==> src/rtl/tilt_shape_sequencer.sv <==
// tilt_shape_sequencer: per-tick tilt sampling, frame clear request and line/cross segment emission
module tilt_shape_sequencer #(
  parameter int P_COORD_W  = 16,
  parameter int P_SCREEN_W = 640,
  parameter int P_SCREEN_H = 480,
  parameter int P_CX       = 320,
  parameter int P_CY       = 240,
  parameter int P_HALF_LEN = 75,
  parameter int P_TICK_DIV = 1666666,
  parameter int P_SHIFT    = 4,
  parameter int P_MAX_OFF  = 200
) (
  input  logic                 i_clk,
  input  logic                 i_reset_n,
  input  logic                 i_enable,
  input  logic                 i_mode,
  input  logic [P_COORD_W-1:0] i_tilt_x,
  input  logic [P_COORD_W-1:0] i_tilt_y,
  output logic                 o_clear_req,
  input  logic                 i_clear_done,
  output logic                 o_seg_valid,
  input  logic                 i_seg_ready,
  output logic [P_COORD_W-1:0] o_x0,
  output logic [P_COORD_W-1:0] o_y0,
  output logic [P_COORD_W-1:0] o_x1,
  output logic [P_COORD_W-1:0] o_y1,
  output logic                 o_busy,
  output logic [15:0]          o_frame_count,
  output logic                 o_overrun
);
  localparam int W2 = P_COORD_W + 2;
  localparam int CW = $clog2(P_TICK_DIV);
  localparam logic signed [W2-1:0] MAXO = W2'(P_MAX_OFF);
  localparam logic signed [W2-1:0] CX   = W2'(P_CX);
  localparam logic signed [W2-1:0] CY   = W2'(P_CY);
  localparam logic signed [W2-1:0] HL   = W2'(P_HALF_LEN);
  localparam logic signed [W2-1:0] XMAX = W2'(P_SCREEN_W - 1);
  localparam logic signed [W2-1:0] YMAX = W2'(P_SCREEN_H - 1);
  typedef enum logic [1:0] {IDLE, SAMPLE, CLEAR, EMIT} state_t;
  state_t state, state_n;
  logic [CW-1:0] cnt;
  logic tick, hs, last, mode_q, idx;
  logic signed [W2-1:0] s, p, tx, ty, t, d, s_n, p_n;
  logic [P_COORD_W-1:0] a_x0, a_y0, a_x1, a_y1, b_x0, b_y0, b_x1, b_y1;
  function automatic logic signed [W2-1:0] clamp_s(input logic signed [W2-1:0] v);
    return v > MAXO ? MAXO : v < -MAXO ? -MAXO : v;
  endfunction
  function automatic logic [P_COORD_W-1:0] clamp_u(input logic signed [W2-1:0] v, input logic signed [W2-1:0] hi);
    return v < 0 ? '0 : v > hi ? hi[P_COORD_W-1:0] : v[P_COORD_W-1:0];
  endfunction
  assign o_busy      = state != IDLE;
  assign o_clear_req = state == CLEAR;
  assign o_seg_valid = state == EMIT;
  always_comb begin
    tick = cnt == CW'(P_TICK_DIV - 1);
    hs   = state == EMIT && i_seg_ready;
    last = !mode_q || idx;
    tx   = {{2{i_tilt_x[P_COORD_W-1]}}, i_tilt_x};
    ty   = {{2{i_tilt_y[P_COORD_W-1]}}, i_tilt_y};
    t    = tx >>> P_SHIFT;
    d    = t - s;
    s_n  = clamp_s(s + (d >>> 2));
    p_n  = clamp_s(ty >>> P_SHIFT);
    a_x0 = clamp_u(CX - HL, XMAX);
    a_y0 = clamp_u(CY + s + p, YMAX);
    a_x1 = clamp_u(CX + HL, XMAX);
    a_y1 = clamp_u(CY - s + p, YMAX);
    b_x0 = clamp_u(CX - s, XMAX);
    b_y0 = clamp_u(CY - HL + p, YMAX);
    b_x1 = clamp_u(CX + s, XMAX);
    b_y1 = clamp_u(CY + HL + p, YMAX);
    state_n = state;
    case (state)
      IDLE:    state_n = tick && i_enable ? SAMPLE : IDLE;
      SAMPLE:  state_n = CLEAR;
      CLEAR:   state_n = i_clear_done ? EMIT : CLEAR;
      default: state_n = hs && last ? IDLE : EMIT;
    endcase
  end
  always_ff @(posedge i_clk or negedge i_reset_n) begin
    if (!i_reset_n) begin
      state         <= IDLE;
      cnt           <= '0;
      s             <= '0;
      p             <= '0;
      mode_q        <= 1'b0;
      idx           <= 1'b0;
      o_x0          <= '0;
      o_y0          <= '0;
      o_x1          <= '0;
      o_y1          <= '0;
      o_frame_count <= '0;
      o_overrun     <= 1'b0;
    end else begin
      state <= state_n;
      cnt   <= tick ? '0 : cnt + 1'b1;
      if (tick && state != IDLE) o_overrun <= 1'b1;
      if (state == SAMPLE) begin
        s      <= s_n;
        p      <= p_n;
        mode_q <= i_mode;
      end
      if (state == CLEAR && i_clear_done) begin
        idx  <= 1'b0;
        o_x0 <= a_x0;
        o_y0 <= a_y0;
        o_x1 <= a_x1;
        o_y1 <= a_y1;
      end
      if (hs && last) o_frame_count <= o_frame_count + 16'd1;
      if (hs && !last) begin
        idx  <= 1'b1;
        o_x0 <= b_x0;
        o_y0 <= b_y0;
        o_x1 <= b_x1;
        o_y1 <= b_y1;
      end
    end
  end
endmodule

==> config.mk <==
export PLATFORM = sky130hd
export DESIGN_NAME = tilt_shape_sequencer
export DESIGN_NICKNAME = d
export VERILOG_FILES = /design/src/rtl/tilt_shape_sequencer.sv
export SDC_FILE = /design/constraint.sdc
export NUM_CORES = 1
export LEC_CHECK = 0
export CAP_MARGIN = 20
export CORE_MARGIN = 1.5
export CORE_UTILIZATION = 58
export DETAILED_ROUTE_END_ITERATION = 12
export PLACE_DENSITY_LB_ADDON = 0.25
export SYNTH_ARGS = -nofsm -noshare
export SYNTH_HDL_FRONTEND = slang
export SYNTH_SLANG_ARGS = --single-unit
==> constraint.sdc <==
create_clock -name i_clk -period 6.1 [get_ports i_clk]
set_input_delay 1.22 -clock i_clk [delete_from_list [all_inputs] [get_ports i_clk]]
set_output_delay 1.22 -clock i_clk [all_outputs]
set_load 0.005 [all_outputs]
Yosys cells after proc, flatten, opt, wreduce, memory -nomap -nowiden
Cells that the tools add are included.
{ "totals": {"regBits": 142, "inputBits": 38, "output_inout_bits": 84, "word_cells": 87} }
{ "op_classes": {"addsub": 12, "magnitude_cmp": 16, "eq_ne": 4, "mux": 31, "reduce_logical": 12} }
{ "op_table": {"columns": ["op", "count"], "rows": [
  ["$mux 16", 20],
  ["$lt 18x1->1 const B", 6],
  ["$gt 18x10->1 const B", 4],
  ["$mux 18", 4],
  ["$add 10x18->18 const A", 2],
  ["$add 18x18->18", 2],
  ["$add 9x18->18 const A", 2],
  ["$gt 18x11->1 const B", 2],
  ["$add 21x1->21 const B", 1],
  ["$eq 21x21->1 const B", 1],
  ["$mux 21", 1],
  ["$add 18x16->18", 1],
  ["$gt 18x9->1 const B", 1],
  ["$lt 18x9->1 const B", 1],
  ["$sub 10x18->18 const A", 1],
  ["$sub 12x18->18", 1],
  ["$sub 9x18->18 const A", 1],
  ["$add 16x1->16 const B", 1],
  ["$gt 12x9->1 const B", 1],
  ["$lt 12x9->1 const B", 1],
  ["$logic_and 1x1->1", 6],
  ["$pmux 2 s3", 1],
  ["$eq 2x2->1 const B", 2],
  ["$mux 1", 4],
  ["other kinds (6)", 8]
]} }

Logic depth before layout (Yosys ltp)
{ "depth": {"word_depth": 7, "mapped_depth": 22, "ltp_nobuf": 20} }

Least setup slack after synthesis
Ideal clock, no wire load.
{ "synth_timing": {"kind": "input to register", "from": "input port i_tilt_x[6]", "to": "register s[15]", "setup_ns": 0.123, "t_arrival_ns": 5.183, "required_ns": 5.977, "setup_slack_ns": 0.794, "stages": 19, "path_buffers": 0, "path_cell_list": "ha_1 > a21o_1 > a31o_1 > a41oi_1 > a21oi_2 > o21a_1 > o21a_1 > nor2_1 > xnor2_1 > ha_1 > and2_1 > a221o_1 > a2111o_1 > a21oi_4 > o211a_1 > nor3_1 > nor4_1 > o21ai_1 > o221a_1"} }
{ "synth_between": {"elab_chain_cells": 5, "word_cells_on_any_way": 6, "cone_classes": "add/sub: 2; order compare: 2; mux: 2"} }
{ "synth_rtl": {"columns": ["element", "line_no", "text"], "rows": [
  ["from (decl)", "17", "input logic [P_COORD_W-1:0] i_tilt_x,"],
  ["$sub 12x18->18 *", "61", "d = t - s;"],
  ["$add 18x16->18 *", "62", "s_n = clamp_s(s + (d >>> 2));"],
  ["$lt 18x9->1", "46", "return v > MAXO ? MAXO : v < -MAXO ? -MAXO : v;"],
  ["$mux 18", "46", null],
  ["$mux 18 *", "46", null],
  ["to (signal assigned)", "99", "s <= s_n;"],
  ["to (decl)", "43", "logic signed [W2-1:0] s, p, tx, ty, t, d, s_n, p_n;"]
]} }
Mark *: on every way between the ends. The rest lies on a longest branch, timed or not.
A chain may end at the register's enable or synchronous reset.

Final worst setup path
{ "layout_timing": {"from": "input port i_tilt_x[6]", "to": "register s[4]"} }
Same word-level chain as after synthesis.

==> run_results.csv <==
group,metric,value,unit
route,starting_drc_count_in_detailed_routing,831,
critical_path,r2r-end,"s[4]$_DFFE_PN0N_",
final_layout,final_layout_size_suffix_gt1_share,6.97,%
critical_path,highest_cell_delay_on_the_worst_timing_path,0.40,ns
final_layout,multi_input_area,0.00708,mm^2
placement,globalplace.congestion,0.954,
clock_tree,cts.repair.resized,0,
timing,timing.max_slew.rel_slack,25.3,%
clock_tree,cts_tree,"built",
die,die_height,140,um
global_route,grt_start_max_net_pins,78,
critical_path,critical_path.n_buffers_inverters,3,
die,floorplan.io_pins,122,
yosys,flops_latches_synth,136,
yosys,yosysWarningCount,0,
critical_path,data_arrival_time_of_the_critical_path,6.09,ns
timing,timing_hold_violations_final,0,
placement,dpl-instance-area,0.0124,mm^2
clock_tree,h_tree_depth,4,
yosys,syn_area,0.0110,mm^2
critical_path,critical_path_cell_by_cell,"clkdlybuf4s50_1 -> ha_1 -> a21o_1 -> a31o_1 -> a41oi_1 -> a21oi_2 -> buf_4 -> o21ba_2 -> o21a_1 -> o21a_1 -> nor2_1 -> ha_1 -> a211oi_1 -> o21ai_0 -> o21a_1 -> o311a_1 -> o2111ai_1 -> nor4_1 -> buf_4 -> o21ai_1 -> o221a_1",
placement,dp_hpwl,22400,um
yosys,syn-mean-instance-area,8.79,um^2
critical_path,crit_slowest_cell,"clkdlybuf4s50_1",
timing,fmax,175,MHz
die,core_area,0.0186,mm^2
critical_path,path_delay_family,"compound AO/OA/AOI/OAI gates",
final_layout,layout.cells.non_filler,1612,
die,floorplan.die.width,140,um
clock_tree,buffers_inserted_during_post_cts_setup_optimization,0,
route,detailroute.via_count,10053,
global_route,grt_use_total,29.9,%
final_layout,antenna_cells_inserted,0,
status,run_status,"finished, final reports clean",
worst_hold_path,timing.hold.worst.class,"reg2reg",
yosys,synthesis.nets,1407,
critical_path,critical_path_class,"in2reg",
placement,dp_cells,1579,
placement,io_buffers,113,
route,detail_route.drc_violations,0,
yosys,synth_enable_flop_cells,0,
route,vias_per_inst,6.24,
clock_tree,tritoncts.num_buffers,17,
final_layout,seqCellArea,0.00340,mm^2
critical_path,internal_reg_to_reg_setup_slack,0.72,ns
route,drt-pass1-iter-count,5,
clock_tree,cts.reportedPaths.clkPinSlew,0.06,ns
yosys,dominantRegCellSynth,"dfrtp_1",
final_layout,layout.cells.most_common,"dfrtp_1",
clock_tree,number_of_hold_buffers_added_after_cts,0,
worst_hold_path,hp-start,"o_overrun$_DFFE_PN0P_",
route,drtAntennaViolNets,0,
timing,slew_viol_final,0,
timing,fin_hold_ws,0.461,ns
final_layout,fillCellCount,1502,
timing,worst_clock_skew,0.00798,ns
die,initial_utilization,58.8,%
clock_tree,clkSinkCount,136,
global_route,first_global_vias,9571,
final_layout,finish.utilization,69.9,%
timing,layout_worst_path_cycle_share,93.9,%
die,placement_rows,50,
critical_path,critical_path.most_common_cell,"o21a_1",
yosys,synthCells,1247,
clock_tree,clock_tree.root_cell,"clkbuf_16",
final_layout,layout_common_cells,"dfrtp_1, nor2_1, ha_1",
global_route,first_pass_grt_wire_length,47500,um
critical_path,regToRegStartpoint,"s[2]$_DFFE_PN0N_",
clock_tree,clkLatencyLatePin,0.43,ns
worst_hold_path,min_to,"o_overrun$_DFFE_PN0P_",
final_layout,post-route-cell-area,0.0130,mm^2
timing,final.min_clock_period,5.73,ns
yosys,synth.lib_cells_used.distinct,92,
global_route,grt_antenna_before_repair,0,
clock_tree,cts_buffer_depth,2,
global_route,grt.overflow.total,0,
route,route.detailed.wl_per_inst,18.2,um
worst_hold_path,hold_path_depth,1,
final_layout,syn_to_final_growth,18.9,%
timing,rsz0062_at_grt,"no",
final_layout,num-nets-final,1525,
critical_path,setup.worst_path.end_class,"flip-flop",
die,die-area,0.0197,mm^2
critical_path,start_kind,"primary input",
route,routed_wl,29400,um
yosys,synth.yosys.seq_area_share,31.1,%
critical_path,r2r_cells,21,
critical_path,critical_path.max_fanout,6,
timing,tightest_slew,1.11,ns
critical_path,cp_data_required_time,6.46,ns
run,timing.max_cap.violations,0,
yosys,postSynth.asyncResetShare,100,%
timing,final_setup_violating_endpoints,0,
## synthesized netlist by cell type, types with 5 or more instances
master	count	share of area (%)
o221a_1	9	0.92
nand3_1	24	1.1
a21o_1	15	1.0
nand4_1	16	0.91
a31oi_1	20	1.1
xnor2_1	69	5.5
o21bai_1	8	0.55
or3_1	5	0.29
ha_1	119	14
o221ai_1	6	0.48
o21a_1	30	2.1
a211o_1	5	0.40
or2_2	8	0.46
and3_1	42	2.4
and4_1	5	0.40
o2111ai_1	5	0.40
o21ai_0	60	2.7
nor2b_1	12	0.68
a211oi_1	9	0.62
xor2_1	29	2.3
nand2_1	85	2.9
a2bb2oi_1	5	0.40
and2_1	8	0.46
o21ai_1	8	0.37
o211ai_1	22	1.5
nand2b_1	12	0.68
a21oi_1	58	2.6
clkbuf_1	34	1.2
or4_1	5	0.34
nand3b_1	5	0.34
mux2i_1	6	0.55
nor4_1	14	0.80
dfrtp_1	136	31
inv_1	85	2.9
o22ai_1	13	0.74
nor3_1	26	1.2
nor2_1	120	4.1
o31ai_1	8	0.55
nor3b_1	6	0.41
## per-stage QoR
step,TNS (ns),worst slack (ns)
floorplan,0,0.794
global placement,0,0.117
detailed placement,-0.0728,-0.0228
CTS,0,0.420
global route,0,0.0790
finish,0,0.372
## worst register-to-register path: stages (launching register included)
cell and delay (ns):
dfrtp_1 0.58, inv_1 0.23, ha_1 0.34, a21o_1 0.16, a31o_1 0.20, a41oi_1 0.37, a21oi_2 0.12, buf_4 0.18
o21ba_2 0.22, o21a_1 0.19, o21a_1 0.21, nor2_1 0.13, ha_1 0.30, a211oi_1 0.30, o21ai_0 0.24, o21a_1 0.18
o311a_1 0.36, o2111ai_1 0.10, nor4_1 0.08, buf_4 0.14, o21ai_1 0.39, o221a_1 0.27
## flip-flops by register name (all words and copies together), names as in the netlist
register and cells:
o_frame_count 16, o_overrun 1, o_y1 16, o_x1 16
o_y0 16, cnt 21, mode_q 1, s 18
p 12, idx 1, o_x0 16, state 2
## per-layer routing
layer | track usage [%] | share of wire (%) | vias to the layer above
met3 | 4.89 | 6.8 | 51
met2 | 48.8 | 47 | 403
met5 | 0 | 0 | -
met4 | 9.21 | 2.1 | 0
li1 | - | - | 4785
met1 | 40.9 | 44 | 4814
## worst max-delay path by stage
stage / startpoint / end / slack (ns) / depth (start not counted)
floorplan: i_tilt_x[6] / s[15]$_DFFE_PN0N_ / 0.79 / 19
global placement: i_tilt_x[6] / s[4]$_DFFE_PN0N_ / 0.12 / 20
detailed placement: i_tilt_x[6] / s[4]$_DFFE_PN0N_ / -0.02 / 20
CTS: i_tilt_x[6] / s[4]$_DFFE_PN0N_ / 0.42 / 20
global route: i_tilt_x[6] / s[7]$_DFFE_PN0N_ / 0.08 / 21
finish: i_tilt_x[6] / s[4]$_DFFE_PN0N_ / 0.37 / 21
## final cells by class
cell class                      instances  area share, %
Clock buffer                           18           3.37
Clock inverter                         14           1.24
Inverter                               86           2.48
Multi-Input combinational cell        986           54.3
Sequential cell                       136           26.1
Tap cell                              234           2.25
Timing Repair Buffer                  138           10.3
## cells by family after synthesis
group,synth area share [%]
xor gates and xnor gates,7.98
and+or+nand+nor,19.2
DFF,31.1
AOI/OAI and AO/OA,22.4
buffers and inverters,4.39
muxes,0.856
adders and majority gates,14.1
Power is not shown: default switching activity piles up to over one toggle a cycle in this logic, so the estimate is an artifact.
